File: config.mk
export PLATFORM = sky130hd
export DESIGN_NAME = apu_cmd_tx
export DESIGN_NICKNAME = d
export VERILOG_FILES = /design/src/rtl/apu_cmd_tx.sv
export SDC_FILE = /design/constraint.sdc
export NUM_CORES = 1
export LEC_CHECK = 0
export ABC_AREA = 1
export CAP_MARGIN = 20
export CORE_UTILIZATION = 64
export DETAILED_ROUTE_END_ITERATION = 10
export GPL_TIMING_DRIVEN = 0
export PLACE_DENSITY_LB_ADDON = 0.05
export SKIP_CTS_REPAIR_TIMING = 1
export SLEW_MARGIN = 30
export SYNTH_ARGS = -nofsm -noshare
export SYNTH_HDL_FRONTEND = slang
export SYNTH_SLANG_ARGS = --single-unit
File: constraint.sdc
create_clock -name clk -period 6 [get_ports clk]
set_input_delay 0.9 -clock clk [delete_from_list [all_inputs] [get_ports clk]]
set_output_delay 0.9 -clock clk [all_outputs]
set_load 0.05 [all_outputs]
File: src/rtl/apu_cmd_tx.sv
// apu_cmd_tx: host-side command serializer for the APU serial input.
// Buffers {sync, addr, data} write requests in a small FIFO and sends each
// one as two 8N1 bytes ({4'b1000, addr} then data) at BAUDRATE, followed
// by one idle bit time.
// Optional build macro APU_CMD_TX_SYNC_EN: entries flagged with sync are
// held at the FIFO head until a frame_tick has been seen.
module apu_cmd_tx #(
  parameter int CLKRATE    = 1_789_773,
  parameter int BAUDRATE   = 9600,
  parameter int DEPTH_LOG2 = 2
) (
  input  logic       clk,
  input  logic       rst_n,
  input  logic       cmd_valid,
  output logic       cmd_ready,
  input  logic [3:0] cmd_addr,
  input  logic [7:0] cmd_data,
  input  logic       cmd_sync,
  input  logic       frame_tick,
  output logic       tx,
  output logic       busy,
  output logic       overflow
);

  localparam int DIV   = (CLKRATE + BAUDRATE / 2) / BAUDRATE;
  localparam int DEPTH = 1 << DEPTH_LOG2;
  localparam int CNT_W = $clog2(DIV);

  localparam logic [CNT_W-1:0]    DIV_M1  = CNT_W'(DIV - 1);
  localparam logic [CNT_W-1:0]    DIV_M2  = CNT_W'(DIV - 2);
  localparam logic [DEPTH_LOG2:0] DEPTH_C = (DEPTH_LOG2 + 1)'(DEPTH);

  typedef enum logic [2:0] {
    S_IDLE,
    S_LOAD,
    S_START,
    S_DATA,
    S_STOP,
    S_GAP
  } state_t;

  state_t                  state;
  logic [CNT_W-1:0]        baud_cnt;
  logic [2:0]              bit_idx;
  logic                    second;
  logic [7:0]              shifter;
  logic [11:0]             hold;

  logic [12:0]             mem [DEPTH];
  logic [DEPTH_LOG2-1:0]   wr_ptr;
  logic [DEPTH_LOG2-1:0]   rd_ptr;
  logic [DEPTH_LOG2:0]     count;
  logic [12:0]             head;
  logic                    full;
  logic                    empty;
  logic                    push;
  logic                    pop;
  logic                    release_ok;

  assign full      = (count == DEPTH_C);
  assign empty     = (count == '0);
  assign cmd_ready = !full;
  assign push      = cmd_valid & cmd_ready;
  assign head      = mem[rd_ptr];
  assign pop       = (state == S_IDLE) & !empty & release_ok;
  assign busy      = (state != S_IDLE) | !empty;

`ifdef APU_CMD_TX_SYNC_EN
  logic sync_pend;

  assign release_ok = !head[12] | sync_pend;

  // Remember a frame tick until it releases a sync entry; a tick that finds
  // a plain entry at the head discards any earlier one (no accumulation).
  always_ff @(posedge clk or negedge rst_n) begin
    if (!rst_n) begin
      sync_pend <= 1'b0;
    end else if (pop & head[12]) begin
      sync_pend <= 1'b0;
    end else if (frame_tick) begin
      if (state != S_IDLE) begin
        sync_pend <= 1'b1;
      end else if (!empty) begin
        sync_pend <= head[12];
      end
    end
  end
`else
  logic unused_sync;

  assign release_ok  = 1'b1;
  assign unused_sync = frame_tick ^ head[12];
`endif

  // FIFO storage; payload is not reset, only pointers and count are.
  always_ff @(posedge clk) begin
    if (push) begin
      mem[wr_ptr] <= {cmd_sync, cmd_addr, cmd_data};
    end
  end

  // FIFO pointers and occupancy; push and pop in one cycle leave count as is.
  always_ff @(posedge clk or negedge rst_n) begin
    if (!rst_n) begin
      wr_ptr <= '0;
      rd_ptr <= '0;
      count  <= '0;
    end else begin
      if (push) begin
        wr_ptr <= wr_ptr + 1'b1;
      end
      if (pop) begin
        rd_ptr <= rd_ptr + 1'b1;
      end
      case ({push, pop})
        2'b10:   count <= count + 1'b1;
        2'b01:   count <= count - 1'b1;
        default: count <= count;
      endcase
    end
  end

  // Sticky overflow: a request was presented while the FIFO was full.
  always_ff @(posedge clk or negedge rst_n) begin
    if (!rst_n) begin
      overflow <= 1'b0;
    end else if (cmd_valid & !cmd_ready) begin
      overflow <= 1'b1;
    end
  end

  // Holding register and byte shifter for the command being transmitted.
  always_ff @(posedge clk) begin
    if (pop) begin
      hold <= head[11:0];
    end
    if (state == S_LOAD) begin
      shifter <= second ? hold[7:0] : {4'b1000, hold[11:8]};
    end
  end

  // Transmit sequencer. The second-pass LOAD cycle is the last cycle of
  // byte A's stop bit, so a full command spans exactly 21 bit periods.
  always_ff @(posedge clk or negedge rst_n) begin
    if (!rst_n) begin
      state    <= S_IDLE;
      baud_cnt <= '0;
      bit_idx  <= '0;
      second   <= 1'b0;
      tx       <= 1'b1;
    end else begin
      case (state)
        S_IDLE: begin
          if (pop) begin
            second <= 1'b0;
            state  <= S_LOAD;
          end
        end
        S_LOAD: begin
          baud_cnt <= '0;
          tx       <= 1'b0;
          state    <= S_START;
        end
        S_START: begin
          if (baud_cnt == DIV_M1) begin
            baud_cnt <= '0;
            bit_idx  <= '0;
            tx       <= shifter[0];
            state    <= S_DATA;
          end else begin
            baud_cnt <= baud_cnt + 1'b1;
          end
        end
        S_DATA: begin
          if (baud_cnt == DIV_M1) begin
            baud_cnt <= '0;
            if (bit_idx == 3'd7) begin
              tx    <= 1'b1;
              state <= S_STOP;
            end else begin
              bit_idx <= bit_idx + 3'd1;
              tx      <= shifter[bit_idx + 3'd1];
            end
          end else begin
            baud_cnt <= baud_cnt + 1'b1;
          end
        end
        S_STOP: begin
          if (!second && baud_cnt == DIV_M2) begin
            baud_cnt <= '0;
            second   <= 1'b1;
            state    <= S_LOAD;
          end else if (second && baud_cnt == DIV_M1) begin
            baud_cnt <= '0;
            state    <= S_GAP;
          end else begin
            baud_cnt <= baud_cnt + 1'b1;
          end
        end
        S_GAP: begin
          if (baud_cnt == DIV_M1) begin
            baud_cnt <= '0;
            state    <= S_IDLE;
          end else begin
            baud_cnt <= baud_cnt + 1'b1;
          end
        end
        default: begin
          baud_cnt <= '0;
          tx       <= 1'b1;
          state    <= S_IDLE;
        end
      endcase
    end
  end

endmodule

# After elaboration in Yosys (flattened, before gate mapping)
# Memory sizes are Yosys's and may differ from the RTL's. A register that Yosys moved wholly into a read port is not among the register bits.
# Index checks and enable logic that the tools add are counted.
[word_totals]
reg_bits = 32
ram_bits = 52
out_inout_bits = 4
word_cells = 88
mem_count = 1
[memory_table]
columns = ["memory", "words", "width", "rd", "rd_clocked_by_memory_dff", "wr", "line_no", "text"]
rows = [
  ["mem", 4, 13, 1, 1, 1, "49", "logic [12:0] mem [DEPTH];"],
]
[op_classes]
addsub = 6
order_cmp = 1
eq_ne = 19
mux = 28
bitwise_logic = 5
reduce_logical = 17
[op_table]
columns = ["operator", "count"]
rows = [
  ["$mux 3", 9],
  ["$mux 8", 3],
  ["$pmux 8 s3", 1],
  ["$pmux 3 s6", 1],
  ["$eq 8x8->1 const B", 2],
  ["$ne 2x2->1 const B", 7],
  ["$eq 3x3->1 const B", 4],
  ["$pmux 3 s2", 2],
  ["$add 8x1->8 const B", 1],
  ["$mux 1", 8],
  ["$add 3x1->3 const B", 2],
  ["$eq 3x2->1 const B", 2],
  ["$logic_not 3->1", 2],
  ["$reduce_and 3->1", 2],
  ["$reduce_and 6->1", 1],
  ["$reduce_bool 2->1", 3],
  ["$reduce_or 3->1", 2],
  ["$add 2x1->2 const B", 2],
  ["$lt 3x4->1 const B", 1],
  ["$mux 4", 1],
  ["$pmux 1 s4", 1],
  ["$reduce_and 4->1", 1],
  ["$and 1x1->1", 3],
  ["$bmux 1 s3", 1],
  ["11 further kinds", 14],
]

# Depth between registers and ports, before layout
[logic_depth]
word_depth = 6
ltp_mapped = 11
depth_no_buf = 11

# Worst setup path before layout
# Ideal clock, no wire load.
[synth_timing]
path_kind = "register -> register"
start = "register count[0]"
end = "register count[2]"
setup_time_ps = 131
arrival_time_ps = 2279
t_required_ps = 5869
path_slack_ps = 3590
stages_incl_launch_ff = 10
n_path_buf = 0
synth_period_minus_slack_ps = 2410
cell_sequence = "dfrtp_1 inv_1 nand3_1 nand2_1 ha_1 inv_1 fa_1 a21oi_1 o21ai_0 xor2_1"
[synth_between]
elab_chain_cells = 5
word_cells_on_any_way = 12
cone_classes = "add/sub: 2; eq/ne: 3; mux: 1; bitwise: 2; reduce/logical: 4"
[synth_rtl]
columns = ["element", "line_no", "text"]
rows = [
  ["from (decl)", "52", "logic [DEPTH_LOG2:0] count;"],
  ["from (signal assigned)", "116", "2'b10: count <= count + 1'b1;"],
  ["from (signal assigned)", "117", "2'b01: count <= count - 1'b1;"],
  ["from (signal assigned)", "118", "default: count <= count;"],
  ["$eq 3x3->1 *", "60", "assign full = (count == DEPTH_C);"],
  ["$logic_not 1->1 *", "62", "assign cmd_ready = !full;"],
  ["net cmd_ready", "15", "output logic cmd_ready,"],
  ["$and 1x1->1 *", "63", "assign push = cmd_valid & cmd_ready;"],
  ["$eq 2x1->1 or $eq 2x2->1 (tied branches)", "115", "case ({push, pop})"],
  ["$pmux 3 s2 or $reduce_bool 2->1 (tied branches)", "n/a", ""],
]
# Mark *: on every way through the listed nets, which the timed path passes. The rest lies on a longest branch.
# A chain may end at the register's enable or synchronous reset.

# Worst setup path in the final report
[layout_timing]
start = "register state[0]"
end = "output busy"
[layout_between]
elab_chain_cells = 2
[layout_rtl]
columns = ["element", "line_no", "text"]
rows = [
  ["from (decl)", "42", "state_t state;"],
  ["from (signal assigned)", "146", "state <= S_IDLE;"],
  ["from (signal assigned)", "156", "state <= S_LOAD;"],
  ["from (signal assigned)", "162", "state <= S_START;"],
  ["$reduce_bool 3->1", "66", "assign busy = (state != S_IDLE) | !empty;"],
  ["$or 1x1->1", "66", ""],
  ["to (decl)", "21", "output logic busy,"],
]
# No other way between the ends.

==> metrics.md <==
| Metric | Value |
|---|---|
| # setup viols final | 0 |
| CTS Buffer Depth | 2 |
| Max Cap Violations | 0 |
| Worst Path Buf+Inv | 2 |
| Pwr Density | 323 nW/um^2 |
| Clock transition at the registers of the reported paths | 0.09 ns |
| Core footprint | 5960 um^2 |
| Yosys cell types | 32 |
| Clock latency at the later pin of the worst-skew pair | between 0.3 and 0.4 ns |
| Rows | 28 |
| Achievable frequency | 335 MHz |
| Largest net degree at the start of global routing | 25 |
| Ys Warns | 0 |
| Reg2reg end | count[2]$_DFFE_PN0P_ |
| First-pass GRT wire length | approximately 12 mm |
| Post-synthesis sequential area ratio | between 60% and 70% |
| Hold Path Depth | 1 |
| Number of synthesized flops with an enable pin | 68 |
| Startpoint types | register |
| Leakage power | roughly 1.8 nW |
| CP max stage cell | clkdlybuf4s50_1 |
| Compound-Gate Fraction of Synth Area | 8.03% |
| Critical path's top delay family | buffers and inverters |
| FF+latch count, synth | 92 |
| Async set-or-reset flop fraction in the synthesized netlist | between 20% and 30% |
| CTS sink cnt | 92 |
| Cell count after synthesis | between 300 and 400 |
| Adder-cell share of the synthesized area | 3.64% |
| Final Max Slew Viols | 0 |
| Nets | 412 |
| H-tree Lvls | 3 |
| Synth top area share | 51.2% |
| Vias | 2556 |
| WS Path Type | register to output pin |
| Die area | 6550 um^2 |
| Tcrit/Tclk final | 49.7% |
| Setup slack, reg-to-reg | between 3 and 4 ns |
| Reg2reg start | state[0]$_DFFE_PN0P_ |
| Num CTS Buffers | 9 |
| Vias per cell | 5.51 |
| Final Routed Wirelength | a little over 7 mm |
| Mapped Area | 3990 um^2 |
| Worst Clk Skew | 0.00688 ns |
| Share of cells above drive strength 1 | 12.1% |
| Clock period minus final worst setup slack | 2.98 ns |
| Largest cells by area after synthesis | edfxtp_1 51%, dfrtp_1 14%, nand2_1 5.6% |
| Initial Util | 67.0% |
| Hold Vio Cnt, Final | 0 |
| CP required | 5.10 ns |
| Least-Margin Pin Slew | 0.717 ns |
| CP arrival | 2.08 ns |
| Hold path endpoint | count[0]$_DFFE_PN0P_ |
| Post-synth top flop | edfxtp_1 |
| CP dominant cell by count | nor2_2 |
| Final WS setup | 3.02 ns |
| RSZ-0062 raised after global routing | no |
| Mapped Nets | 383 |
| Largest family of logic cells by synthesized area | simple AND/OR/NAND/NOR gates |
| Detail Route Antenna Nets | 0 |
| Remaining Overflow, GRT | 0 |
| Pre-Repair DR Iteration Count | 5 |
| Post-DP HPWL | 4.79 mm |
| Multiplexer share of the synthesized area | 0% |
| TNS Setup | 0 ns |
| Drt wl/cell | 15.4 um |
| Synthesized area per cell | 11.2 um^2 |
| Boundary Pins | 21 |
| Port Buffers | 18 |
| CP peak stage delay | 0.69 ns |
| Synth Area in XOR/XNOR | under 10% |
| Setup Slack @ Placement | around 3.2 ns |
| Slew HR | between 50% and 60% |
| Initial antenna violation count | 0 |
| Worst Hold Class | register to register |
| Die Wd | 80.9 um |
| Diode count | 0 |
| Crit-path max FO | 9 |
| Drt drc | 0 |
| Gr usage total | 24.7% |
| CTS tree | built |
| Synth cell count leaders | 68 x edfxtp_1, 60 x nand2_1, 47 x nor2_1, 37 x inv_1, 28 x o21ai_0 |
| Vias in the first global route | 2514 |
| Area leader, netlist | edfxtp_1 |
| Initial DRC count | between 150 and 200 |
| CP Cell Sequence | nor2_2 -> nand2_4 -> nor2_2 -> inv_1 -> clkdlybuf4s50_1 |
| Post-synthesis simple-gate area fraction | 15.6% |
| Die height | 80.9 um |
| Clock Root Buffer | clkbuf_8 |
| Max VDD drop | 0.220 mV |
| R2R depth | 11 |
| Placer Congestion | 0.788 |
| Min-delay src | count[0]$_DFFE_PN0P_ |
| Most common cell in the netlist | edfxtp_1 |
| Total power | approximately 1.5 mW |
| Crit. End Element | output pin |
| Status | completed |
| Area grow syn2layout | 12.5% |
-- final cells by class --
class	count	area, um^2
Sequential cell	92	2640
Fill cell	416	1470
Multi-Input combinational cell	214	1170
Timing Repair Buffer	18	175
Inverter	42	158
Clock buffer	9	124
Clock inverter	7	97.6
Tap cell	75	93.8
Buffer	7	31.3
-- worst register-to-register path, stage by stage (launching register included) --
cell	delay [ns]
dfrtp_1	0.46
nor2_2	0.19
nand2_4	0.12
inv_1	0.12
nand2_1	0.10
inv_1	0.42
ha_1	0.24
inv_1	0.07
fa_1	0.38
a21oi_1	0.15
o21ai_0	0.12
xor2_1	0.16
-- through the flow --
step / std cells / hold slack, ns / utilization, % / cell area, um^2
finish: 464 / 0.478 / 75.4 / 4490
global route: 464 / 0.517 / 75.4 / 4490
CTS: 464 / 0.484 / 75.4 / 4490
detailed placement: 448 / 0.466 / 71.7 / 4270
global placement: 448 / 0.457 / 71.6 / 4260
floorplan: 355 / 0.446 / - / 3990
-- cell usage in the layout (no fill, tap or decap), types with 2 or more instances in the layout --
cell type,count
edfxtp_1,68
nand2_1,60
nor2_1,43
inv_1,37
o21ai_0,28
dfrtp_1,23
clkdlybuf4s50_1,17
nand3_1,14
o22ai_1,12
ha_1,10
nor2_2,9
clkbuf_8,9
a21oi_1,7
xor2_1,7
inv_2,5
clkbuf_1,5
nand3_2,4
o21ai_1,4
nand4_1,3
buf_2,2
nor2_4,2
clkinvlp_4,2
inv_6,2
bufinv_16,2
-- worst max-delay path by stage --
stage / from / cells past startpoint / end / slack, ns
detailed placement: cmd_valid / 8 / count[2]$_DFFE_PN0P_ / 3.18
finish: state[0]$_DFFE_PN0P_ / 5 / busy / 3.02
CTS: state[0]$_DFFE_PN0P_ / 5 / busy / 3.00
global placement: cmd_valid / 3 / mem[3][0]$_DFFE_PP_ / 3.07
floorplan: count[0]$_DFFE_PN0P_ / 9 / count[2]$_DFFE_PN0P_ / 3.59
global route: state[0]$_DFFE_PN0P_ / 5 / busy / 2.90
-- registers in the layout, summed over array words and instances, names as in the netlist --
register / flops
baud_cnt: 8
shifter: 8
state: 3
mem: 48
hold: 12
second: 1
wr_ptr: 2
bit_idx: 3
tx: 1
count: 3
overflow: 1
rd_ptr: 2
-- power breakdown --
group          total, mW  switching [mW]  internal [mW]
Sequential         0.801          0.0258          0.775
Clock              0.462           0.225          0.237
Combinational      0.187           0.129         0.0579
-- kinds of logic (layout without fill, tap and decap cells) --
family / count (synthesis) / in the layout
DFF: 92 / 92
AOI/OAI and AO/OA: 56 / 56
adders and majority gates: 11 / 11
xor gates and xnor gates: 8 / 8
buffers and inverters: 49 / 83
and+or+nand+nor: 139 / 139
-- per-layer routing --
| layer | global-route usage (%) | wire, um |
|---|---|---|
| met1 | 28.5 | 2920 |
| met2 | 42.6 | 3760 |
| met3 | 6.18 | 319 |
| met4 | 12.3 | 144 |
| met5 | 0 | 0 |
Power figures use the tool's default switching activity.
